File: config.mk
export PLATFORM = sky130hd
export DESIGN_NAME = pl_idex_stage
export DESIGN_NICKNAME = d
export VERILOG_FILES = /design/src/rtl/pl_idex_stage.sv
export SDC_FILE = /design/constraint.sdc
export NUM_CORES = 1
export LEC_CHECK = 0
export BUFFER_PORTS_ARGS = -buffer_cell sky130_fd_sc_hd__buf_2
export CORE_ASPECT_RATIO = 2
export CORE_MARGIN = 2
export CORE_UTILIZATION = 35
export CTS_BUF_LIST = sky130_fd_sc_hd__clkbuf_4 sky130_fd_sc_hd__clkbuf_8
export CTS_CLUSTER_DIAMETER = 120
export DETAILED_ROUTE_END_ITERATION = 7
export PLACE_DENSITY = 0.72
export SLEW_MARGIN = 20
export SYNTH_ARGS = -nofsm -noshare
export SYNTH_HDL_FRONTEND = slang
export SYNTH_SLANG_ARGS = --single-unit
File: constraint.sdc
create_clock -name clk -period 14 [get_ports clk]
set_clock_uncertainty 0.1 [all_clocks]
set_input_delay 0.7 -clock clk [delete_from_list [all_inputs] [get_ports clk]]
set_output_delay 0.7 -clock clk [all_outputs]
set_load 0.01 [all_outputs]
File: src/rtl/pl_idex_stage.sv
// -----------------------------------------------------------------------------
// pl_idex_stage
//   ID/EX pipeline register of the 8-bit RISC RNS processor.
//
//   Each cycle the decoded ID instruction, its forwarded operands and its
//   control bits are captured into the EX register. The stage also:
//     - detects a load-use hazard against the load sitting in EX, inserts one
//       bubble and stalls IF/ID for that cycle;
//     - squashes the EX register when a branch resolves taken in EX (the ID
//       instruction is on the wrong path, so IF/ID is not stalled);
//     - freezes completely while a multi-cycle EX unit asserts ex_hold.
//   Priority on every edge: reset, flush, hold, bubble, normal capture.
//
// Ports
//   clk, reset              clock and synchronous active-high reset
//   id_*                    decoded instruction, addresses, control, operands
//   branch_taken_EX         branch resolved taken in EX (flush request)
//   ex_hold                 EX busy, freeze this stage
//   stall_IF                combinational: hold PC and IF/ID this cycle
//   ex_*, load_true_EX      registered copies of the ID fields
//   bubble_count            saturating count of load-use bubbles
//   flush_count             saturating count of flushes
// -----------------------------------------------------------------------------
module pl_idex_stage #(
    parameter int PROG_CTR_WID = 10,
    parameter int NUM_DOMAINS  = 1
) (
    input  logic                      clk,
    input  logic                      reset,
    input  logic                      id_valid,
    input  logic [15:0]               id_instr,
    input  logic [PROG_CTR_WID-1:0]   id_pc,
    input  logic [2:0]                id_op1_addr,
    input  logic [2:0]                id_op2_addr,
    input  logic                      id_uses_op1,
    input  logic                      id_uses_op2,
    input  logic [2:0]                id_dst_addr,
    input  logic                      id_reg_wr_en,
    input  logic                      id_mem_rd,
    input  logic                      id_mem_wr,
    input  logic [3:0]                id_alu_op,
    input  logic [NUM_DOMAINS*8-1:0]  id_op1_data,
    input  logic [NUM_DOMAINS*8-1:0]  id_op2_data,
    input  logic                      branch_taken_EX,
    input  logic                      ex_hold,
    output logic                      stall_IF,
    output logic                      ex_valid,
    output logic [15:0]               ex_instr,
    output logic [PROG_CTR_WID-1:0]   ex_pc,
    output logic [2:0]                ex_op1_addr,
    output logic [2:0]                ex_op2_addr,
    output logic [2:0]                ex_dst_addr,
    output logic                      ex_reg_wr_en,
    output logic                      load_true_EX,
    output logic                      ex_mem_wr,
    output logic [3:0]                ex_alu_op,
    output logic [NUM_DOMAINS*8-1:0]  ex_op1_data,
    output logic [NUM_DOMAINS*8-1:0]  ex_op2_data,
    output logic [7:0]                bubble_count,
    output logic [7:0]                flush_count
);

    localparam int DATA_WID = NUM_DOMAINS * 8;

    // Stage state: BUBBLE and FLUSH each last one cycle.
    localparam logic [1:0] ST_RUN    = 2'd0;
    localparam logic [1:0] ST_BUBBLE = 2'd1;
    localparam logic [1:0] ST_FLUSH  = 2'd2;

    // Action selected for the coming edge, already priority-resolved.
    localparam logic [2:0] ACT_RESET   = 3'd0;
    localparam logic [2:0] ACT_FLUSH   = 3'd1;
    localparam logic [2:0] ACT_HOLD    = 3'd2;
    localparam logic [2:0] ACT_BUBBLE  = 3'd3;
    localparam logic [2:0] ACT_CAPTURE = 3'd4;

    // Saturating 8-bit increment; the counters must never wrap.
    function automatic logic [7:0] sat_inc(input logic [7:0] value);
        logic [7:0] result;
        if (value == 8'hFF) begin
            result = value;
        end else begin
            result = value + 8'd1;
        end
        return result;
    endfunction

    logic [1:0]                state_r;
    logic [1:0]                state_nxt_s;
    logic [2:0]                act_s;
    logic                      hz_s;
    logic                      op1_match_s;
    logic                      op2_match_s;

    logic                      ex_valid_r;
    logic [15:0]               ex_instr_r;
    logic [PROG_CTR_WID-1:0]   ex_pc_r;
    logic [2:0]                ex_op1_addr_r;
    logic [2:0]                ex_op2_addr_r;
    logic [2:0]                ex_dst_addr_r;
    logic                      ex_reg_wr_en_r;
    logic                      load_true_r;
    logic                      ex_mem_wr_r;
    logic [3:0]                ex_alu_op_r;
    logic [DATA_WID-1:0]       ex_op1_data_r;
    logic [DATA_WID-1:0]       ex_op2_data_r;
    logic [7:0]                bubble_count_r;
    logic [7:0]                flush_count_r;
    logic                      stall_s;

    // Load-use hazard detection against the load currently held in EX.
    always_comb begin
        op1_match_s = id_uses_op1 & (id_op1_addr == ex_dst_addr_r);
        op2_match_s = id_uses_op2 & (id_op2_addr == ex_dst_addr_r);
        hz_s        = id_valid & ex_valid_r & load_true_r & ex_reg_wr_en_r
                    & (op1_match_s | op2_match_s);
    end

    // Priority resolution of the per-edge action.
    always_comb begin
        act_s = ACT_CAPTURE;
        if (reset) begin
            act_s = ACT_RESET;
        end else if (branch_taken_EX) begin
            act_s = ACT_FLUSH;
        end else if (ex_hold) begin
            act_s = ACT_HOLD;
        end else if (hz_s) begin
            act_s = ACT_BUBBLE;
        end else begin
            act_s = ACT_CAPTURE;
        end
    end

    // Upstream stall: a flush never stalls because the ID instruction is dead.
    always_comb begin
        if (reset) begin
            stall_s = 1'b0;
        end else begin
            stall_s = (hz_s | ex_hold) & ~branch_taken_EX;
        end
    end

    // Next-state decode; hold leaves the state where it is.
    always_comb begin
        state_nxt_s = state_r;
        case (act_s)
            ACT_RESET:   state_nxt_s = ST_RUN;
            ACT_FLUSH:   state_nxt_s = ST_FLUSH;
            ACT_HOLD:    state_nxt_s = state_r;
            ACT_BUBBLE:  state_nxt_s = ST_BUBBLE;
            ACT_CAPTURE: state_nxt_s = ST_RUN;
            default:     state_nxt_s = ST_RUN;
        endcase
    end

    // State register.
    always_ff @(posedge clk) begin
        state_r <= state_nxt_s;
    end

    // EX valid and control bits; these are the only fields a bubble or flush clears.
    always_ff @(posedge clk) begin
        case (act_s)
            ACT_RESET, ACT_FLUSH, ACT_BUBBLE: begin
                ex_valid_r     <= 1'b0;
                ex_reg_wr_en_r <= 1'b0;
                load_true_r    <= 1'b0;
                ex_mem_wr_r    <= 1'b0;
            end
            ACT_HOLD: begin
                ex_valid_r     <= ex_valid_r;
                ex_reg_wr_en_r <= ex_reg_wr_en_r;
                load_true_r    <= load_true_r;
                ex_mem_wr_r    <= ex_mem_wr_r;
            end
            ACT_CAPTURE: begin
                // A non-valid ID slot must not carry live side effects into EX.
                ex_valid_r     <= id_valid;
                ex_reg_wr_en_r <= id_valid & id_reg_wr_en;
                load_true_r    <= id_valid & id_mem_rd;
                ex_mem_wr_r    <= id_valid & id_mem_wr;
            end
            default: begin
                ex_valid_r     <= 1'b0;
                ex_reg_wr_en_r <= 1'b0;
                load_true_r    <= 1'b0;
                ex_mem_wr_r    <= 1'b0;
            end
        endcase
    end

    // EX data and address fields; only reset and a normal capture change them.
    always_ff @(posedge clk) begin
        case (act_s)
            ACT_RESET: begin
                ex_instr_r    <= 16'h0000;
                ex_pc_r       <= {PROG_CTR_WID{1'b0}};
                ex_op1_addr_r <= 3'd0;
                ex_op2_addr_r <= 3'd0;
                ex_dst_addr_r <= 3'd0;
                ex_alu_op_r   <= 4'd0;
                ex_op1_data_r <= {DATA_WID{1'b0}};
                ex_op2_data_r <= {DATA_WID{1'b0}};
            end
            ACT_CAPTURE: begin
                ex_instr_r    <= id_instr;
                ex_pc_r       <= id_pc;
                ex_op1_addr_r <= id_op1_addr;
                ex_op2_addr_r <= id_op2_addr;
                ex_dst_addr_r <= id_dst_addr;
                ex_alu_op_r   <= id_alu_op;
                ex_op1_data_r <= id_op1_data;
                ex_op2_data_r <= id_op2_data;
            end
            default: begin
                ex_instr_r    <= ex_instr_r;
                ex_pc_r       <= ex_pc_r;
                ex_op1_addr_r <= ex_op1_addr_r;
                ex_op2_addr_r <= ex_op2_addr_r;
                ex_dst_addr_r <= ex_dst_addr_r;
                ex_alu_op_r   <= ex_alu_op_r;
                ex_op1_data_r <= ex_op1_data_r;
                ex_op2_data_r <= ex_op2_data_r;
            end
        endcase
    end

    // Saturating bubble and flush counters, cleared only by reset.
    always_ff @(posedge clk) begin
        case (act_s)
            ACT_RESET: begin
                bubble_count_r <= 8'd0;
                flush_count_r  <= 8'd0;
            end
            ACT_FLUSH: begin
                bubble_count_r <= bubble_count_r;
                flush_count_r  <= sat_inc(flush_count_r);
            end
            ACT_BUBBLE: begin
                bubble_count_r <= sat_inc(bubble_count_r);
                flush_count_r  <= flush_count_r;
            end
            default: begin
                bubble_count_r <= bubble_count_r;
                flush_count_r  <= flush_count_r;
            end
        endcase
    end

    assign stall_IF     = stall_s;
    assign ex_valid     = ex_valid_r;
    assign ex_instr     = ex_instr_r;
    assign ex_pc        = ex_pc_r;
    assign ex_op1_addr  = ex_op1_addr_r;
    assign ex_op2_addr  = ex_op2_addr_r;
    assign ex_dst_addr  = ex_dst_addr_r;
    assign ex_reg_wr_en = ex_reg_wr_en_r;
    assign load_true_EX = load_true_r;
    assign ex_mem_wr    = ex_mem_wr_r;
    assign ex_alu_op    = ex_alu_op_r;
    assign ex_op1_data  = ex_op1_data_r;
    assign ex_op2_data  = ex_op2_data_r;
    assign bubble_count = bubble_count_r;
    assign flush_count  = flush_count_r;

endmodule

==> out/results.txt <==
Clk pin slew, worst setup/hold paths: 0.07 ns
post-route cell area: 4290 um2
Critical Path End Type: flop
CP max stage delay: 0.63 ns
FILL cells: 899
Avg WL per Cell: 15.5 um
total power draw: 0.000486 W
number of global-route vias before repair: 2646
Die Width: 72.6 um
area of the multi-input gates: 973 um2
post-CTS setup buffers: 0
Syn Nets: 347
drc violations: 0
crit path kind: reg -> reg
initial antenna violation count: 0
hpwl dp: 5.94 mm
HP Class: reg -> reg
path depth of the worst reg2reg path: 5
final number of max-transition violations: 0
area share of the leading cell type in the synthesized netlist: 68.5%
Final min period: 2.76 ns
Avg Synthesized Cell Area: 11.7 um2
CP max-delay cell: a21oi_4
Post-synth EDFFs: 75
vias: 2590
synthesized area: 3290 um2
Resize count post-CTS: 0
Cell variety after synth: 25
Layout area overhead: 30.4%
Final Hold Viols: 0
TritonCTS clock tree: yes
DIE AREA: 10200 um2
fin crit share: 19.7%
Hold Crit Start: flush_count[0]
crit path max fanout: 38
WP data arrival: 2.69 ns
largest net degree at the start of global routing: 61
Tightest Pin Transition: 0.715 ns
RSZ-0062 raised after global routing: no
final WL: 8.08 mm
largest cells by area after synthesis: edfxtp_1, nor3_1, nand2_1
ratio of cells with drive above 1 in the final layout: 38.4%
Synth Flop Type: edfxtp_1
H-tree Lvls: 3
Vert. Die Dim: 141 um
Worst Setup Start Kind: flop
Skew-Pair Late Insertion Delay: 0.34 ns
most common cell in the synthesized netlist: edfxtp_1
TritonCTS Buffers: 9
register area: 2250 um2
Buf+Inv Stages, Crit Path: 1
area leader, netlist: edfxtp_1
Cell Area, Placed: 4110 um2
commonest cells in the netlist: edfxtp_1, nand2_1, nor3_1
Pwr Density: 113 nW/um2
Starting Density: 35.5%
Yosys reg bits: 75
Reg2Reg Capture Point: bubble_count[7]
Util after Layout: 46.3%
drt pass-1 iters: 4
CTS Sinks: 75
initial DRC count: 100
CTS Root Buffer Type: clkbuf_8
status: finished, final reports clean
GP Congestion: 0.813
worst path required time: 13.93 ns
Lkg Pwr: 1.83 nW
Synth Instances: 280
ANT cells: 0
Placement Rows: 50
final net count: 482
CTS Hold Buffers Added: 0
first-pass GRT wire length: 12.9 mm
Top Family by Delay on Critical Path: compound AO/OA/AOI/OAI gates
total grt overflow: 0
Ys Warns: 0
GRT Overall Usage: 16.6%
FFs w/ async S/R, synth: 0%
max-cap violation count: 0
final-report setup violation count: 0
R2R Setup Slk: 11.24 ns
ANT nets after route: 0
hold depth: 1
post-route setup TNS: 0 ns
Fmax achieved: 362 MHz
via/cell ratio: 4.95
Seq/Total Area, Yosys: 68.5%
Port-buffer cells: 140
Max VDD drop: 0.0000597 V
CP Cell Sequence: xnor2_1, nand4_1, a21oi_4, buf_4, a31o_2
relative slew slack: 52.2%
core area: 9260 um2
Clock Path Buffers: 2
FF-to-FF Start: ex_dst_addr[2]
Top Ports: 141
Worst Hold End: flush_count[0]
[worst max path at each step]
| stage | from | endpoint | slack (ns) | depth (start not counted) |
|---|---|---|---|---|
| 2_1_floorplan | id_op2_addr[1] | ex_alu_op[0] | 8.05 | 5 |
| 3_3_place_gp | id_op1_addr[2] | bubble_count[5] | 10.92 | 6 |
| 3_5_place_dp | id_op2_addr[2] | bubble_count[5] | 10.88 | 6 |
| 4_1_cts | ex_dst_addr[2] | bubble_count[7] | 11.22 | 5 |
| 5_1_grt | ex_dst_addr[2] | bubble_count[7] | 11.03 | 5 |
| 6_report | ex_dst_addr[2] | bubble_count[7] | 11.24 | 5 |
[layout make-up]
type | instances | area share, %
Clock inverter | 6 | 1.34
Sequential cell | 75 | 52.5
Timing Repair Buffer | 143 | 17.4
Clock buffer | 9 | 2.89
Inverter | 2 | 0.175
Multi-Input combinational cell | 184 | 22.7
Tap cell | 104 | 3.03
[worst register-to-register path, cell delays in order (launching register included)]
cell and delay (ns):
edfxtp_1 0.43, xnor2_1 0.25, nand4_1 0.20, a21oi_4 0.63
buf_4 0.48, a31o_2 0.35
[power by group]
part           switching (W)  internal (W)   total, W
clock network      0.0000753     0.0000797   0.000155
registers         0.00000729      0.000265   0.000272
logic              0.0000343     0.0000243  0.0000586
[layout by cell type (no fill, tap or decap), types with 2 or more instances in the layout]
| cell | synthesis | routed |
|---|---|---|
| and3_1 | 13 | 13 |
| xor2_1 | 7 | 7 |
| inv_1 | 2 | 2 |
| a21oi_1 | 3 | 3 |
| clkbuf_8 | 0 | 9 |
| o21ai_0 | 3 | 3 |
| xnor2_1 | 9 | 9 |
| buf_4 | 1 | 3 |
| ha_1 | 2 | 2 |
| clkinv_1 | 0 | 2 |
| or3_1 | 2 | 2 |
| edfxtp_1 | 75 | 75 |
| nand3_1 | 7 | 7 |
| buf_2 | 8 | 139 |
| clkinvlp_4 | 0 | 2 |
| nor3_1 | 56 | 56 |
| nand2_1 | 63 | 63 |
| nor2_1 | 9 | 8 |
| nand4_1 | 3 | 3 |
[routing by layer]
metal,global-route usage (%),vias to the layer above,part of all wire [%]
li1,-,1275,-
met1,18.0,1209,37
met2,28.7,86,55
met3,3.86,20,4.9
met4,9.55,0,3.7
met5,0,-,0
[metrics by stage]
step	std cells	hold WS, ns	worst slack (ns)
after detailed placement	508	0.519	10.88
after CTS	523	0.529	11.22
after global routing	523	0.556	11.03
after global placement	507	0.502	10.92
after floorplan	280	0.546	8.05
final	523	0.532	11.24
[cell families after synthesis]
kind of cell	Yosys count	synth area share, %
AND/OR/NAND/NOR	156	21.8
flip-flops	75	68.5
adder cells (fa/ha/maj)	2	0.761
buffers and inverters	21	2.81
AO/OA/AOI/OAI	10	1.90
XOR/XNOR	16	4.26
[sequential cells by signal, indices dropped and copies added (netlist names)]
signal	count
ex_reg_wr_en	1
ex_dst_addr	3
ex_valid	1
ex_alu_op	4
load_true_EX	1
ex_op1_addr	3
ex_pc	10
ex_mem_wr	1
ex_op2_data	8
ex_instr	16
flush_count	8
bubble_count	8
ex_op2_addr	3
ex_op1_data	8
No activity file was read; power rests on OpenSTA's default activity.
